File: config.mk
export PLATFORM = sky130hd
export DESIGN_NAME = exp_diff_serial_ctrl
export DESIGN_NICKNAME = d
export VERILOG_FILES = /design/src/rtl/exp_diff_serial_ctrl.sv
export SDC_FILE = /design/constraint.sdc
export NUM_CORES = 1
export LEC_CHECK = 0
export ABC_AREA = 0
export BUFFER_PORTS_ARGS = -buffer_cell sky130_fd_sc_hd__clkbuf_2
export CAP_MARGIN = 20
export CORE_UTILIZATION = 55
export DETAILED_ROUTE_END_ITERATION = 12
export HOLD_SLACK_MARGIN = 0.03
export PLACE_DENSITY_LB_ADDON = 0.2
export RECOVER_POWER = 50
export SETUP_SLACK_MARGIN = 0.1
export SYNTH_ARGS = -nofsm -noshare
export SYNTH_HDL_FRONTEND = slang
export SYNTH_SLANG_ARGS = --single-unit
File: constraint.sdc
create_clock -name Clk -period 4.4 [get_ports Clk]
set_clock_uncertainty 0.1 [all_clocks]
set_input_delay 0.66 -clock Clk [delete_from_list [all_inputs] [get_ports Clk]]
set_output_delay 0.66 -clock Clk [all_outputs]
set_load 0.01 [all_outputs]
File: src/rtl/exp_diff_serial_ctrl.sv
// exp_diff_serial_ctrl: bit-serial |ExpA - ExpB| controller for FP add alignment.
// One shared FullSubtractor cell is stepped LSB-first over WIDTH cycles for
// ExpA - ExpB; on a final borrow a second pass computes 0 - R to negate.
// Optional macro: EXP_DIFF_SAT_EN clamps Diff to SAT_LIMIT.

module FullSubtractor (
    input  logic A,
    input  logic B,
    input  logic Bin,
    output logic D,
    output logic Bout
);
    // One-bit difference and borrow-out of A - B - Bin
    always_comb begin
        D    = A ^ B ^ Bin;
        Bout = (~A & B) | (~(A ^ B) & Bin);
    end
endmodule

module exp_diff_serial_ctrl #(
    parameter int WIDTH     = 8,
    parameter int SAT_LIMIT = 25
) (
    input  logic             Clk,
    input  logic             Rst_n,
    input  logic             Start_Valid,
    output logic             Start_Ready,
    input  logic [WIDTH-1:0] ExpA,
    input  logic [WIDTH-1:0] ExpB,
    output logic             Done_Valid,
    input  logic             Done_Ready,
    output logic [WIDTH-1:0] Diff,
    output logic             ASmaller,
    output logic             Zero
);
    localparam int CW = (WIDTH > 1) ? $clog2(WIDTH) : 1;

    typedef enum logic [1:0] {
        S_IDLE,
        S_SUB,
        S_NEG,
        S_DONE
    } state_t;

    state_t           r_state;
    logic [WIDTH-1:0] r_a_sh;
    logic [WIDTH-1:0] r_b_sh;
    logic [WIDTH-1:0] r_r_sh;
    logic             r_bflop;
    logic             r_neg;
    logic [CW-1:0]    r_cnt;

    logic             w_cell_a;
    logic             w_d;
    logic             w_bout;
    logic             w_last;
    logic [WIDTH-1:0] w_r_next;
    logic [WIDTH-1:0] w_diff_out;

    // NEG pass forces the minuend to zero so the cell computes 0 - R
    always_comb begin
        w_cell_a = (r_state == S_SUB) ? r_a_sh[0] : 1'b0;
        w_r_next = {w_d, r_r_sh[WIDTH-1:1]};
        w_last   = (r_cnt == CW'(WIDTH - 1));
    end

    FullSubtractor u_fs (
        .A    (w_cell_a),
        .B    (r_b_sh[0]),
        .Bin  (r_bflop),
        .D    (w_d),
        .Bout (w_bout)
    );

`ifdef EXP_DIFF_SAT_EN
    localparam logic [WIDTH-1:0] SAT_W = WIDTH'(SAT_LIMIT);

    // Clamp the shift amount; flags still use the unclamped result
    always_comb begin
        w_diff_out = (w_r_next > SAT_W) ? SAT_W : w_r_next;
    end
`else
    // Unclamped shift amount
    always_comb begin
        w_diff_out = w_r_next;
    end
`endif

    // Operands are only accepted while idle
    always_comb begin
        Start_Ready = (r_state == S_IDLE);
    end

    // Controller FSM, serial datapath and registered result outputs
    always_ff @(posedge Clk or negedge Rst_n) begin
        if (!Rst_n) begin
            r_state    <= S_IDLE;
            r_a_sh     <= '0;
            r_b_sh     <= '0;
            r_r_sh     <= '0;
            r_bflop    <= 1'b0;
            r_neg      <= 1'b0;
            r_cnt      <= '0;
            Done_Valid <= 1'b0;
            Diff       <= '0;
            ASmaller   <= 1'b0;
            Zero       <= 1'b0;
        end else begin
            case (r_state)
                S_IDLE: begin
                    if (Start_Valid) begin
                        r_a_sh  <= ExpA;
                        r_b_sh  <= ExpB;
                        r_bflop <= 1'b0;
                        r_neg   <= 1'b0;
                        r_cnt   <= '0;
                        r_state <= S_SUB;
                    end
                end
                S_SUB, S_NEG: begin
                    r_r_sh  <= w_r_next;
                    r_bflop <= w_bout;
                    r_a_sh  <= r_a_sh >> 1;
                    r_b_sh  <= r_b_sh >> 1;
                    r_cnt   <= r_cnt + 1'b1;
                    if (w_last) begin
                        r_cnt <= '0;
                        if ((r_state == S_SUB) && w_bout) begin
                            // Negative difference: reload R as the subtrahend of 0 - R
                            r_b_sh  <= w_r_next;
                            r_a_sh  <= '0;
                            r_bflop <= 1'b0;
                            r_neg   <= 1'b1;
                            r_state <= S_NEG;
                        end else begin
                            Diff       <= w_diff_out;
                            ASmaller   <= r_neg;
                            Zero       <= (w_r_next == '0);
                            Done_Valid <= 1'b1;
                            r_state    <= S_DONE;
                        end
                    end
                end
                S_DONE: begin
                    if (Done_Ready) begin
                        Done_Valid <= 1'b0;
                        r_state    <= S_IDLE;
                    end
                end
                default: begin
                    r_state <= S_IDLE;
                end
            endcase
        end
    end
endmodule

-- After elaboration in Yosys (flattened, before gate mapping)
Cells that the tools add are included.
- bits in registers: 42
- bits in latches: 0
- bits in writable memories: 0
- memory bits (read-only): 0
- input port bits: 20
- output and inout port bits: 12
- word-level logic and storage cells: 68
- memories: 0
- $add $sub $neg: 1
- $mul: 0
- divide/modulo/power cells: 0
- $lt $le $gt $ge: 0
- equal/unequal tests: 9
- shift operators: 0
- multiplexer cells: 28
- bitwise operators: 8
- reduce and logical (&&, ||, !) cells: 11
- operator list (operator ; number):
    8-bit two-way mux ; 4
    8-bit one-hot mux with 2 select lines ; 2
    7-bit two-way mux ; 2
    1-bit two-way mux ; 10
    2-bit != test (second input constant) ; 5
    8-bit zero test ; 1
    4-bit AND reduction ; 2
    2-bit two-way mux ; 3
    3-bit two-way mux ; 2
    1-bit one-hot mux with 2 select lines ; 3
    2-bit one-hot mux with 3 select lines ; 1
    3-bit one-hot mux with 2 select lines ; 1
    3-bit AND reduction ; 2
    2-bit == test (second input constant) ; 2
    2-bit nonzero test ; 2
    3-bit by 1-bit adder with 3-bit output (second input constant) ; 1
    3-bit == test (second input constant) ; 1
    1-bit inverter ; 3
    1-bit AND ; 2
    2-bit by 1-bit == test with 1-bit output (second input constant) ; 1
    2-bit zero test ; 1
    2-bit AND reduction ; 1
    2-bit OR reduction ; 1
    1-bit bitwise XOR ; 2
    2 further kinds ; 2

-- Logic depth before layout (Yosys ltp)
- word-level depth: 10
- gate-level depth with buffers: 8
- gate-level depth less buffers: 7

-- By module
Synthesis repeated with hierarchy kept, for this count alone.
- cells, all modules: 190
- area total of the unflattened synthesis: 2085.8 um^2
- modules (own cells, without submodules) (module ; instances ; cells an instance ; area each (um^2) ; seq. area each (um^2)):
    exp_diff_serial_ctrl ; 1 ; 186 ; 2054.5 ; 1026.0
    FullSubtractor ; 1 ; 4 ; 31.3 ; 0.0

-- Worst setup path after synthesis
No wires, ideal clock.
- path type: register to register
- from: register r_state[1]
- to: register ASmaller
- setup time: 0.125 ns
- data arrival time: 2.032 ns
- data required time: 4.175 ns
- path slack: 2.143 ns
- stages on the path, launching flop included: 8
- path buffers: 0
- period minus slack after synthesis: 2.257 ns
- cell sequence: dfrtp_1 > inv_1 > ha_1 > nand2_1 > fa_1 > a21boi_0 > nand2_2 > mux2_2
- longest elaborated chain between the ends: 9
- elaborated cells on any way between the ends: 13
- those cells by class: 2 x eq/ne; 1 x mux; 7 x bitwise; 3 x reduce/logical
- ends and longest elaborated chain (item ; line ; text):
    start, declared ; 45 ; state_t r_state;
    start signal, assigned ; 97 ; r_state <= S_IDLE;
    start signal, assigned ; 117 ; r_state <= S_SUB;
    start signal, assigned ; 134 ; r_state <= S_NEG;
    2-bit by 1-bit == test with 1-bit output ; 62, 109, 128 ;
    1-bit two-way mux ; 62 ; w_cell_a = (r_state == S_SUB) ? r_a_sh[0] : 1'b0;
    1-bit bitwise XOR ; 16 ; Bout = (~A & B) | (~(A ^ B) & Bin);
    1-bit inverter ; 16 ;
    1-bit AND ; 16 ;
    1-bit OR ; 16 ;
    1-bit logical AND ; 128 ; if ((r_state == S_SUB) && w_bout) begin
    1-bit inverter (no source line) ; - ;
    3-bit AND reduction (no source line) (*) ; - ;
    end signal, assigned ; 137 ; ASmaller <= r_neg;
    end, declared ; 33 ; output logic ASmaller,
Mark *: on every way between the ends. The rest lies on a longest branch, timed or not.
A chain may end at the register's enable or synchronous reset.

==> impl_metrics.ini <==
[drt]
wl_mm = 3.87
post_drt_wl_per_cell_um = 14.9
vias_per_cell = 5.71
first_pass_iters = 4
dr_total_vias = 1484
drc = 0
initialDrtViolationCount = 36
postRouteAntennaNets = 0

[run]
maxCapViolations = 1

[synthesis]
syn_area_per_cell_sq_um = 11.1
synth_fa_ha_area_share_pct = 4.09
synth_cell_types = 32
synthXorXnorAreaFrac_pct = 0
ys_warn_count = 0
synth_top_family_by_area = multiplexers
syn_inst = 181
synth_edf_count = 0
synth-simple-area-share_pct = 12.4
synth.mux.area_fraction_pct = 15.1
syn_area_sq_mm = 0.00202
synth_ff_type = dfrtp_1
yosysSeqAreaShare_pct = 50.9
syn_nets = 207
synthArstFlopShare_pct = 100
synth_seq_cells = 41
synth_compound_area_share_pct = 13.7

[power_and_ir_drop]
leakage_uw = 0.00106
power_density_mw_per_mm2 = 763
peakVddDrop_uv = 394

[cts]
numCtsBuffers = 5
root_buffer = clkbuf_4
postCtsSetupRepairBufs = 0
clock_latency_ns = 0.37
clock-sinks = 41
clk_pin_slew_worst_paths_ns = 0.12
cts_max_level = 2
cts_tree = done
clock_path_buffers = 2

[placement]
hpwl_mm = 2.68
place_congestion = 0.818
port_buffers = 31

[critical_path]
worstPathMaxFanout = 34
slowest_stage = clkbuf_1
crit_buf_inv = 3
arrival_ns = 2.86
worstPathRequired_ns = 4.46
path_class = in2async
worstSetupStartpointType = input port
end_kind = async pin
r2r_start = r_state[1]
cp_common_cell = clkbuf_1
crit_family = buffers and inverters
max_stage_delay_ns = 1.33
crit_start = Rst_n
cp_cell_sequence = dlygate4sd3_1 -> clkbuf_1 -> clkbuf_1

[global_routing]
antenna_found_initial = 0
grt_pass1_wl_mm = 6.64
grtUsageTotal_pct = 22.2
grt_max_degree = 42
grt_pass1_vias = 1487
grt_overflow = 0

[die]
core_area_sq_mm = 0.00342
rows = 21
start_util_pct = 59.0
die_area_sq_mm = 0.00391
ios = 32
die_h_um = 62.6
fp.dieW_um = 62.6

[finish]
area_growth_pct = 13.4
nNetsFinal = 239
diodes = 0
layout-drive-gt1-share_pct = 26.6

[sta]
slew_violations = 35
hold_violations = 0
period_minus_slack_ns = 2.80
finalCritPeriodShare_pct = 63.7
max_freq_mhz = 357
tns_ns = 0
hold_slack_ns = 0.398
rsz0062_at_grt = no
setup_viol = 0
max_slew.worst_pin.slew_ns = 1.79
relSlewSlack_pct = -19.2

[hold_path]
hp-start = r_a_sh[7]
hold_class = reg2reg

[outcome]
violations = max-capacitance violations, max-slew violations
status = complete, but fails checks
metrics by stage:
stage          cell area (sq um)  utilization (%)  cells  power [uW]  setup slack [ns]
6_report                    2290             67.0    260        1750              1.60
5_1_grt                     2290             67.0    260        1890              1.19
4_1_cts                     2280             66.8    258        1770              1.82
3_5_place_dp                2200             64.4    250        1510              1.84
3_3_place_gp                2200             64.4    250        1460              1.92
2_1_floorplan               2020                -    181        1300              2.14
report_power, final:
group / switching [uW] / internal [uW]
clock: 135 / 120
sequential: 105 / 536
combinational: 469 / 380
total: 710 / 1040
cell usage in the layout, fill, tap and decap left out, types with 2 or more instances in the layout:
cell type	Yosys	layout
mux2_2	20	20
nand2_1	18	18
buf_4	0	2
a22o_1	2	2
ha_1	5	5
a21oi_1	5	5
o211ai_1	3	3
clkbuf_1	3	8
a221o_1	3	3
a32oi_1	2	2
mux2i_1	8	8
clkbuf_4	0	5
nand3_1	4	4
nand2b_1	6	6
a31oi_1	8	8
dfrtp_1	41	41
nor2_1	4	4
inv_1	8	8
nor2b_1	11	11
o21ai_0	10	10
clkbuf_2	0	24
routing by layer:
metal	vias up	part of all wire [%]	global-route usage [%]
met5	-	0	0
met4	0	2.4	12.5
met3	10	3.0	4.01
met2	27	49	35.2
met1	731	46	28.6
li1	716	-	-
cells in the mapped netlist (all sizes together), types with 2 or more instances:
| cell | number | area share [%] |
|---|---|---|
| a21oi | 5 | 1.2 |
| nand2b | 6 | 1.9 |
| o211ai | 3 | 1.1 |
| nand3 | 5 | 1.5 |
| o21ai | 10 | 2.5 |
| nor2 | 4 | 0.74 |
| nand2 | 19 | 3.7 |
| a22o | 2 | 0.87 |
| inv | 8 | 1.5 |
| nor2b | 11 | 3.4 |
| ha | 5 | 3.1 |
| buf | 7 | 1.7 |
| mux2i | 8 | 4.0 |
| a32oi | 2 | 0.87 |
| clkbuf | 3 | 0.56 |
| mux2 | 20 | 11 |
| dfrtp | 41 | 51 |
| a221o | 3 | 1.5 |
| a31oi | 8 | 2.5 |
state kept, by name, indices dropped and copies added (netlist names):
signal / cells
ASmaller: 1
Diff: 8
Done_Valid: 1
Zero: 1
r_a_sh: 8
r_b_sh: 8
r_bflop: 1
r_cnt: 3
r_neg: 1
r_r_sh: 7
r_state: 2
worst min-delay path, cell delays in order, from the launching register on:
cell and delay [ns]:
dfrtp_1 0.36, nand2_1 0.04, o21ai_0 0.06
path summary, 6_finish.rpt:
kind | end | cells past startpoint | slack [ns]
max | Diff[7] | 3 | 1.60
min | r_a_sh[7] | 2 | 0.40
max reg2reg | r_b_sh[3] | 7 | 1.83
min reg2reg | r_a_sh[7] | 2 | 0.40
max in group Clk | r_b_sh[3] | 7 | 1.83
min in group asynchronous | r_b_sh[1] | 2 | 0.60
final cells by class:
class / instances / area (sq um)
repair buffers: 35 / 175
clock buffers: 5 / 37.5
flip-flops and latches: 41 / 1030
fillers: 284 / 1130
inverters: 8 / 30.0
clock inverters: 3 / 46.3
well taps: 46 / 57.6
multi-input cells: 122 / 915
timing repair:
item                                    CTS  global route
hold buffers                              0             1
endpoints found under the setup margin    0             0
hold endpoints to repair                  0             7
gates resized for setup                   0             0
cells by family after synthesis:
group,Yosys count
simple gates,48
mux,28
compound gates,40
flops,41
buf+inv,18
fa+ha+maj,6
(Power assumes the default switching activity.)
